`config.mk`:
```
export PLATFORM = sky130hd
export DESIGN_NAME = flag_disp_reader
export DESIGN_NICKNAME = d
export VERILOG_FILES = /design/src/rtl/flag_pkg.sv /design/src/rtl/byte_fifo.sv /design/src/rtl/flag_disp_reader.sv
export SDC_FILE = /design/constraint.sdc
export NUM_CORES = 1
export LEC_CHECK = 0
export CAP_MARGIN = 15
export CORE_MARGIN = 2
export CORE_UTILIZATION = 55
export DETAILED_ROUTE_END_ITERATION = 10
export PLACE_DENSITY = 0.77
export RECOVER_POWER = 100
export SLEW_MARGIN = 40
export SYNTH_ARGS = -nofsm -noshare
export SYNTH_HDL_FRONTEND = slang
export SYNTH_SLANG_ARGS = --single-unit
```
`constraint.sdc`:
```
create_clock -name clk -period 4.03 [get_ports clk]
set_input_delay 1.0075 -clock clk [delete_from_list [all_inputs] [get_ports clk]]
set_output_delay 1.0075 -clock clk [all_outputs]
set_load 0.01 [all_outputs]
```
`src/rtl/flag_pkg.sv`:
```
`default_nettype none
// +----------------------------------------------------------------------------+
// | Package     : flag_pkg                                                     |
// | Description : Constants shared by both sides of the flag vending machine   |
// |               display link (display width, blank and terminator bytes).    |
// | Revision    : 1.0 - initial release                                        |
// +----------------------------------------------------------------------------+
package flag_pkg;

  localparam int         DISP_W        = 8;
  localparam logic [7:0] DEF_TERM_BYTE = 8'h7D;  // '}'
  localparam logic [7:0] BLANK_BYTE    = 8'h00;

endpackage
`default_nettype wire

```
`src/rtl/byte_fifo.sv`:
```
`default_nettype none
// +----------------------------------------------------------------------------+
// | Module      : byte_fifo                                                    |
// | Description : First-word-fall-through byte buffer. Pointers carry one      |
// |               extra bit so count = wr - rd distinguishes full from empty.  |
// | Revision    : 1.0 - initial release                                        |
// | Ports       : clk, rst (async, active-low)                                 |
// |               i_push/i_data  write request (ignored when full, no pop)     |
// |               i_pop          remove head (ignored when empty)              |
// |               i_clear        sync flush, wins over push/pop                |
// |               o_data         head byte (0 when empty)                      |
// |               o_count/o_full/o_empty  occupancy                            |
// +----------------------------------------------------------------------------+
module byte_fifo #(
  parameter int DEPTH = 64,
  parameter int W     = 8
) (
  input  logic                   clk,
  input  logic                   rst,
  input  logic                   i_push,
  input  logic [W-1:0]           i_data,
  input  logic                   i_pop,
  input  logic                   i_clear,
  output logic [W-1:0]           o_data,
  output logic [$clog2(DEPTH):0] o_count,
  output logic                   o_full,
  output logic                   o_empty
);

  localparam int AW = $clog2(DEPTH);

  logic [W-1:0] r_mem [DEPTH];
  logic [AW:0]  r_wr;
  logic [AW:0]  r_rd;
  logic         w_do_pop;
  logic         w_do_push;

  assign o_count = r_wr - r_rd;
  assign o_empty = (r_wr == r_rd);
  assign o_full  = (o_count == (AW+1)'(DEPTH));
  assign o_data  = o_empty ? '0 : r_mem[r_rd[AW-1:0]];

  // A pop on a full buffer frees the slot the simultaneous push writes into.
  assign w_do_pop  = i_pop && !o_empty;
  assign w_do_push = i_push && (!o_full || w_do_pop);

  always_ff @(posedge clk or negedge rst) begin
    if (!rst) begin
      r_wr <= '0;
      r_rd <= '0;
    end else if (i_clear) begin
      r_wr <= '0;
      r_rd <= '0;
    end else begin
      if (w_do_push) r_wr <= r_wr + (AW+1)'(1);
      if (w_do_pop)  r_rd <= r_rd + (AW+1)'(1);
    end
  end

  // Storage needs no reset: contents are only visible through o_data when non-empty.
  always_ff @(posedge clk) begin
    if (w_do_push && !i_clear) r_mem[r_wr[AW-1:0]] <= i_data;
  end

endmodule
`default_nettype wire

```
`src/rtl/flag_disp_reader.sv`:
```
`default_nettype none
// +----------------------------------------------------------------------------+
// | Module      : flag_disp_reader                                             |
// | Description : Samples the slow vending-machine display bus, debounces each |
// |               byte, logs new non-blank bytes into a FWFT buffer and drains |
// |               it over valid/ready. Sets done on the terminator byte.       |
// | Revision    : 1.0 - initial release                                        |
// | Ports       : clk, rst (async, active-low)                                 |
// |               disp       async display byte                                |
// |               clear      sync flush of buffer, flags and last byte         |
// |               out_data/out_valid/out_ready  output stream                  |
// |               count/full buffer occupancy                                  |
// |               done       sticky, terminator accepted                       |
// |               overflow   sticky, accepted byte dropped on full buffer      |
// +----------------------------------------------------------------------------+
module flag_disp_reader
  import flag_pkg::*;
#(
  parameter int              DEPTH         = 64,
  parameter int              STABLE_CYCLES = 1024,
  parameter logic [DISP_W-1:0] TERM_BYTE   = DEF_TERM_BYTE,
  parameter bit              IGNORE_ZERO   = 1'b1
) (
  input  logic                   clk,
  input  logic                   rst,
  input  logic [DISP_W-1:0]      disp,
  input  logic                   clear,
  output logic [DISP_W-1:0]      out_data,
  output logic                   out_valid,
  input  logic                   out_ready,
  output logic [$clog2(DEPTH):0] count,
  output logic                   full,
  output logic                   done,
  output logic                   overflow
);

  localparam int            CW    = (STABLE_CYCLES > 2) ? $clog2(STABLE_CYCLES) : 1;
  localparam logic [CW-1:0] C_SAT = CW'(STABLE_CYCLES - 1);

  logic [DISP_W-1:0] r_sync1;
  logic [DISP_W-1:0] r_disp_s;
  logic [DISP_W-1:0] r_cand;
  logic [DISP_W-1:0] r_last;
  logic [DISP_W-1:0] r_acc_byte;
  logic [CW-1:0]     r_cnt;
  logic              r_acc_stb;
  logic              r_done;
  logic              r_ovf;

  logic w_accept;
  logic w_is_blank;
  logic w_push_req;
  logic w_pop;
  logic w_full;
  logic w_empty;

  // The counter saturates at C_SAT, so the accept condition would stay true;
  // updating r_last on the same edge keeps the strobe to a single cycle.
  assign w_accept = (r_cnt == C_SAT) && (r_cand != r_last);

  always_ff @(posedge clk or negedge rst) begin
    if (!rst) begin
      r_sync1    <= BLANK_BYTE;
      r_disp_s   <= BLANK_BYTE;
      r_cand     <= BLANK_BYTE;
      r_last     <= BLANK_BYTE;
      r_acc_byte <= BLANK_BYTE;
      r_cnt      <= '0;
      r_acc_stb  <= 1'b0;
    end else begin
      r_sync1  <= disp;
      r_disp_s <= r_sync1;
      if (r_disp_s != r_cand) begin
        r_cand <= r_disp_s;
        r_cnt  <= '0;
      end else if (r_cnt != C_SAT) begin
        r_cnt <= r_cnt + CW'(1);
      end
      r_acc_stb <= w_accept;
      if (w_accept) begin
        r_last     <= r_cand;
        r_acc_byte <= r_cand;
      end
      if (clear) begin
        r_cnt     <= '0;
        r_last    <= BLANK_BYTE;
        r_acc_stb <= 1'b0;
      end
    end
  end

  assign w_is_blank = IGNORE_ZERO && (r_acc_byte == BLANK_BYTE);
  assign w_push_req = r_acc_stb && !w_is_blank && !r_done;
  assign w_pop      = out_valid && out_ready;

  always_ff @(posedge clk or negedge rst) begin
    if (!rst) begin
      r_done <= 1'b0;
      r_ovf  <= 1'b0;
    end else if (clear) begin
      r_done <= 1'b0;
      r_ovf  <= 1'b0;
    end else begin
      if (w_push_req && w_full && !w_pop) r_ovf <= 1'b1;
      // Terminator sets done whether or not it found room in the buffer.
      if (w_push_req && (r_acc_byte == TERM_BYTE)) r_done <= 1'b1;
    end
  end

  byte_fifo #(
    .DEPTH (DEPTH),
    .W     (DISP_W)
  ) u_fifo (
    .clk     (clk),
    .rst     (rst),
    .i_push  (w_push_req),
    .i_data  (r_acc_byte),
    .i_pop   (w_pop),
    .i_clear (clear),
    .o_data  (out_data),
    .o_count (count),
    .o_full  (w_full),
    .o_empty (w_empty)
  );

  assign out_valid = !w_empty;
  assign full      = w_full;
  assign done      = r_done;
  assign overflow  = r_ovf;

endmodule
`default_nettype wire

```
==> flow_metrics.py <==
metrics = {
    "status": {
        "status": "complete, but fails checks",
        "failed_checks": "capacitance limit, slew limit, setup timing",
    },
    "placement": {
        "place.gp.congestion": 0.878,
        "port_buffers": 30,
        "dp_slack_ns": -0.267,
        "place_area_sq_um": 25000,
        "dpl.hpwl_mm": 32.1,
    },
    "clock_tree": {
        "cts_max_level": 2,
        "ctsRootBufferMaster": "clkbuf_16",
        "cts_sinks": 579,
        "cts_buffers": 55,
        "postCtsHoldBufs": 0,
        "path_clk_slew_ns": 0.07,
        "cts_max_path_buffers": 3,
        "tritoncts": "done",
        "worstSkewPairLatency_ns": 0.62,
    },
    "synth": {
        "syn_nets": 1229,
        "synthTopCellsByArea": "edfxtp_1 66%, mux4_2 13%, dfrtp_1 7.2%, mux2i_1 1.7%, nor4_1 1.5%",
        "yosysSeqAreaShare": 0.732,
        "synth_top_area_frac": 0.660,
        "ys_ff_latch": 579,
        "synthCells": 1207,
        "syn_avg_cell_area_sq_um": 19.3,
        "async_reset_ff_frac": 0.116,
        "synth_cell_type_count": 59,
        "syn_area_sq_um": 23300,
        "yosysTopAreaCell": "edfxtp_1",
        "synth_warnings": 0,
        "synth-edff-count": 512,
        "ys_dominant_reg_cell": "edfxtp_1",
    },
    "global_route": {
        "grt_pass1_wl_mm": 86.9,
        "grt.overflow.total": 0,
        "grt_pass1_vias": 13100,
        "use_met1": 0.371,
        "gr-usage-met3": 0.0738,
        "busiest_layer": "met2",
        "met2_usage": 0.433,
        "grt_usage": 0.275,
        "grt_max_degree": 67,
        "antenna_found_initial": 1,
    },
    "final_layout": {
        "stdcell_area_sq_um": 27700,
        "nets": 1409,
        "final-seq-area_sq_um": 17100,
        "area_delta_synth_final_pct": 18.8,
        "drive_above_1_share": 0.324,
        "fill_cells": 2669,
        "multi_input_area_sq_um": 6110,
    },
    "timing": {
        "setup_viol": 10,
        "relSlewSlack": -1.28,
        "layout_min_cycle_time_ns": 4.24,
        "fin_crit_sh": 1.05,
        "finalHoldViolCount": 0,
        "worst_slack_ns": -0.209,
        "final_max_slew_viol_count": 567,
        "fmax_mhz": 236,
        "worst_pin_slew_ns": 3.42,
        "rsz0062_at_grt": "yes",
        "fin_skew_ns": 0.0298,
    },
    "route": {
        "drcViolationCount": 0,
        "wl_per_cell_microns": 30.2,
        "wl_mm": 59.6,
        "drtAntennaViolNets": 0,
        "firstDrtPassIters": 5,
        "vias": 12900,
        "drtIter0Drc": 1720,
        "vias_per_cell": 6.55,
    },
    "critical_path": {
        "cp.arrival_ns": 3.23,
        "critical_path.endpoint_type": "output pin",
        "startpoint_type": "flip-flop",
        "worstPathMaxFanout": 20,
        "reg2reg_slack_ns": 0.09,
        "crit_type": "flip-flop to output pin",
        "worstPathRequired_ns": 3.02,
    },
    "die": {
        "core_region_area_sq_um": 41900,
        "rows": 75,
        "die_x_microns": 210,
        "io_pins": 31,
        "start_util": 0.556,
        "fp.dieH_microns": 210,
        "die_area_sq_um": 44000,
    },
    "power": {
        "p_per_area_nw_per_um2": 422,
        "p_leak_uw": 0.0104,
        "vdd_drop_max_v": 0.000356,
    },
    "worst_hold_path": {
        "hold_path_class": "flip-flop to flip-flop",
    },
    "run": {
        "drv_cap": 9,
    },
}
-- Yosys cell counts, types with 8 or more instances --
| cell type | n |
|---|---|
| ha_1 | 9 |
| nor4_1 | 56 |
| dfrtp_1 | 67 |
| a21oi_1 | 17 |
| o21ai_0 | 8 |
| edfxtp_1 | 512 |
| nand3_1 | 19 |
| inv_1 | 10 |
| mux2_2 | 12 |
| or2_2 | 9 |
| nor3_1 | 25 |
| clkbuf_1 | 38 |
| nand2b_1 | 9 |
| buf_2 | 18 |
| nand4_1 | 8 |
| mux4_2 | 137 |
| mux2i_1 | 39 |
| nand2_1 | 33 |
| xnor2_1 | 23 |
| nor2_1 | 48 |
| xor2_1 | 9 |
-- sequential cells by signal, indices dropped and copies added, names as in the netlist --
name,flops
overflow,1
u_fifo.r_rd,7
r_sync1,8
r_cnt,10
done,1
r_cand,8
u_fifo.r_mem,512
r_last,8
u_fifo.r_wr,7
r_acc_byte,8
r_disp_s,8
r_acc_stb,1
-- logic make-up after synthesis --
family	Yosys count	synth area share
flops	579	0.732
simple gates	230	0.0513
compound gates	79	0.0255
xor+xnor	32	0.0120
fa+ha+maj	10	0.00570
mux	189	0.156
buf+inv	88	0.0174
-- layout by cell type, fill, tap and decap left out, types with 12 or more instances in the layout --
cell           netlist  layout
mux4_2             137     137
mux2i_1             39      36
nor3_1              25      22
buf_6                4      13
clkbuf_16            0      60
clkinv_1             1      12
clkbuf_1            38      26
nor4_2               0      13
nor2_1              48      48
dlygate4sd3_1        0      12
xnor2_1             23      23
buf_4                6     117
a21oi_1             17      14
nand2_1             33      28
dfrtp_1             67      56
nand3_1             19      18
nor4_1              56      42
edfxtp_1           512     512
-- report_power, final --
part,leakage [uW],switching [uW],internal (uW)
Sequential,0.00682,10.8,6450
Clock,0.000859,2230,2930
Combinational,0.00277,28.5,17.6
-- worst paths after layout --
check	startpoint	end	depth (start not counted)
max in group asynchronous	rst	r_acc_byte[7]	2
min in group asynchronous	rst	r_sync1[2]	1
min	r_sync1[0]	r_disp_s[0]	0
max reg2reg	u_fifo.r_rd[3]	u_fifo.r_mem[4][7]	11
max	u_fifo.r_rd[0]	out_data[3]	9
min reg2reg	r_sync1[0]	r_disp_s[0]	0
-- cell type report --
class                   instances  area share
clock buffers                  69      0.0536
diodes                          1   0.0000905
flip-flops and latches        579       0.617
repair buffers                196      0.0706
multi-input cells             540       0.221
well taps                     539      0.0244
inverters                      15     0.00204
clock inverters                32      0.0112
-- worst max-delay path, cell delays in order (launching register included) --
cell and delay, ns:
dfrtp_4 0.47, buf_12 0.19, buf_16 0.22, mux2i_1 0.51, o221ai_1 0.23, a21oi_1 0.29, o21ai_0 0.16, nand3_1 0.25
nand2_2 0.13, buf_6 0.14
-- layer usage --
layer	wire length, microns	up-vias	part of all wire
li1	-	5317	-
met1	22000	6606	0.37
met2	28800	818	0.48
met3	6450	161	0.11
met4	2310	0	0.039
met5	0	-	0
-- through the flow --
| step | cells | hold slack (ns) | TNS (ns) | util | power [uW] |
|---|---|---|---|---|---|
| floorplan | 1207 | 0.331 | 0 | - | 6610 |
| global placement | 1823 | 0.334 | -1.64 | 0.596 | 6640 |
| detailed placement | 1824 | 0.335 | -1.03 | 0.596 | 6640 |
| CTS | 1962 | 0.349 | -0.988 | 0.659 | 11700 |
| global route | 1970 | 0.358 | -6.78 | 0.661 | 11900 |
| finish | 1971 | 0.353 | -0.948 | 0.661 | 11700 |
-- timing repair --
| action | in CTS | in global routing |
|---|---|---|
| pin swaps | 16 | 20 |
| gates cloned | 12 | 3 |
| setup endpoints to repair | 11 | 11 |
| setup buffers | 25 | 8 |
| resized for setup | 99 | 29 |
Note: power is estimated with default switching activity, not from simulation.
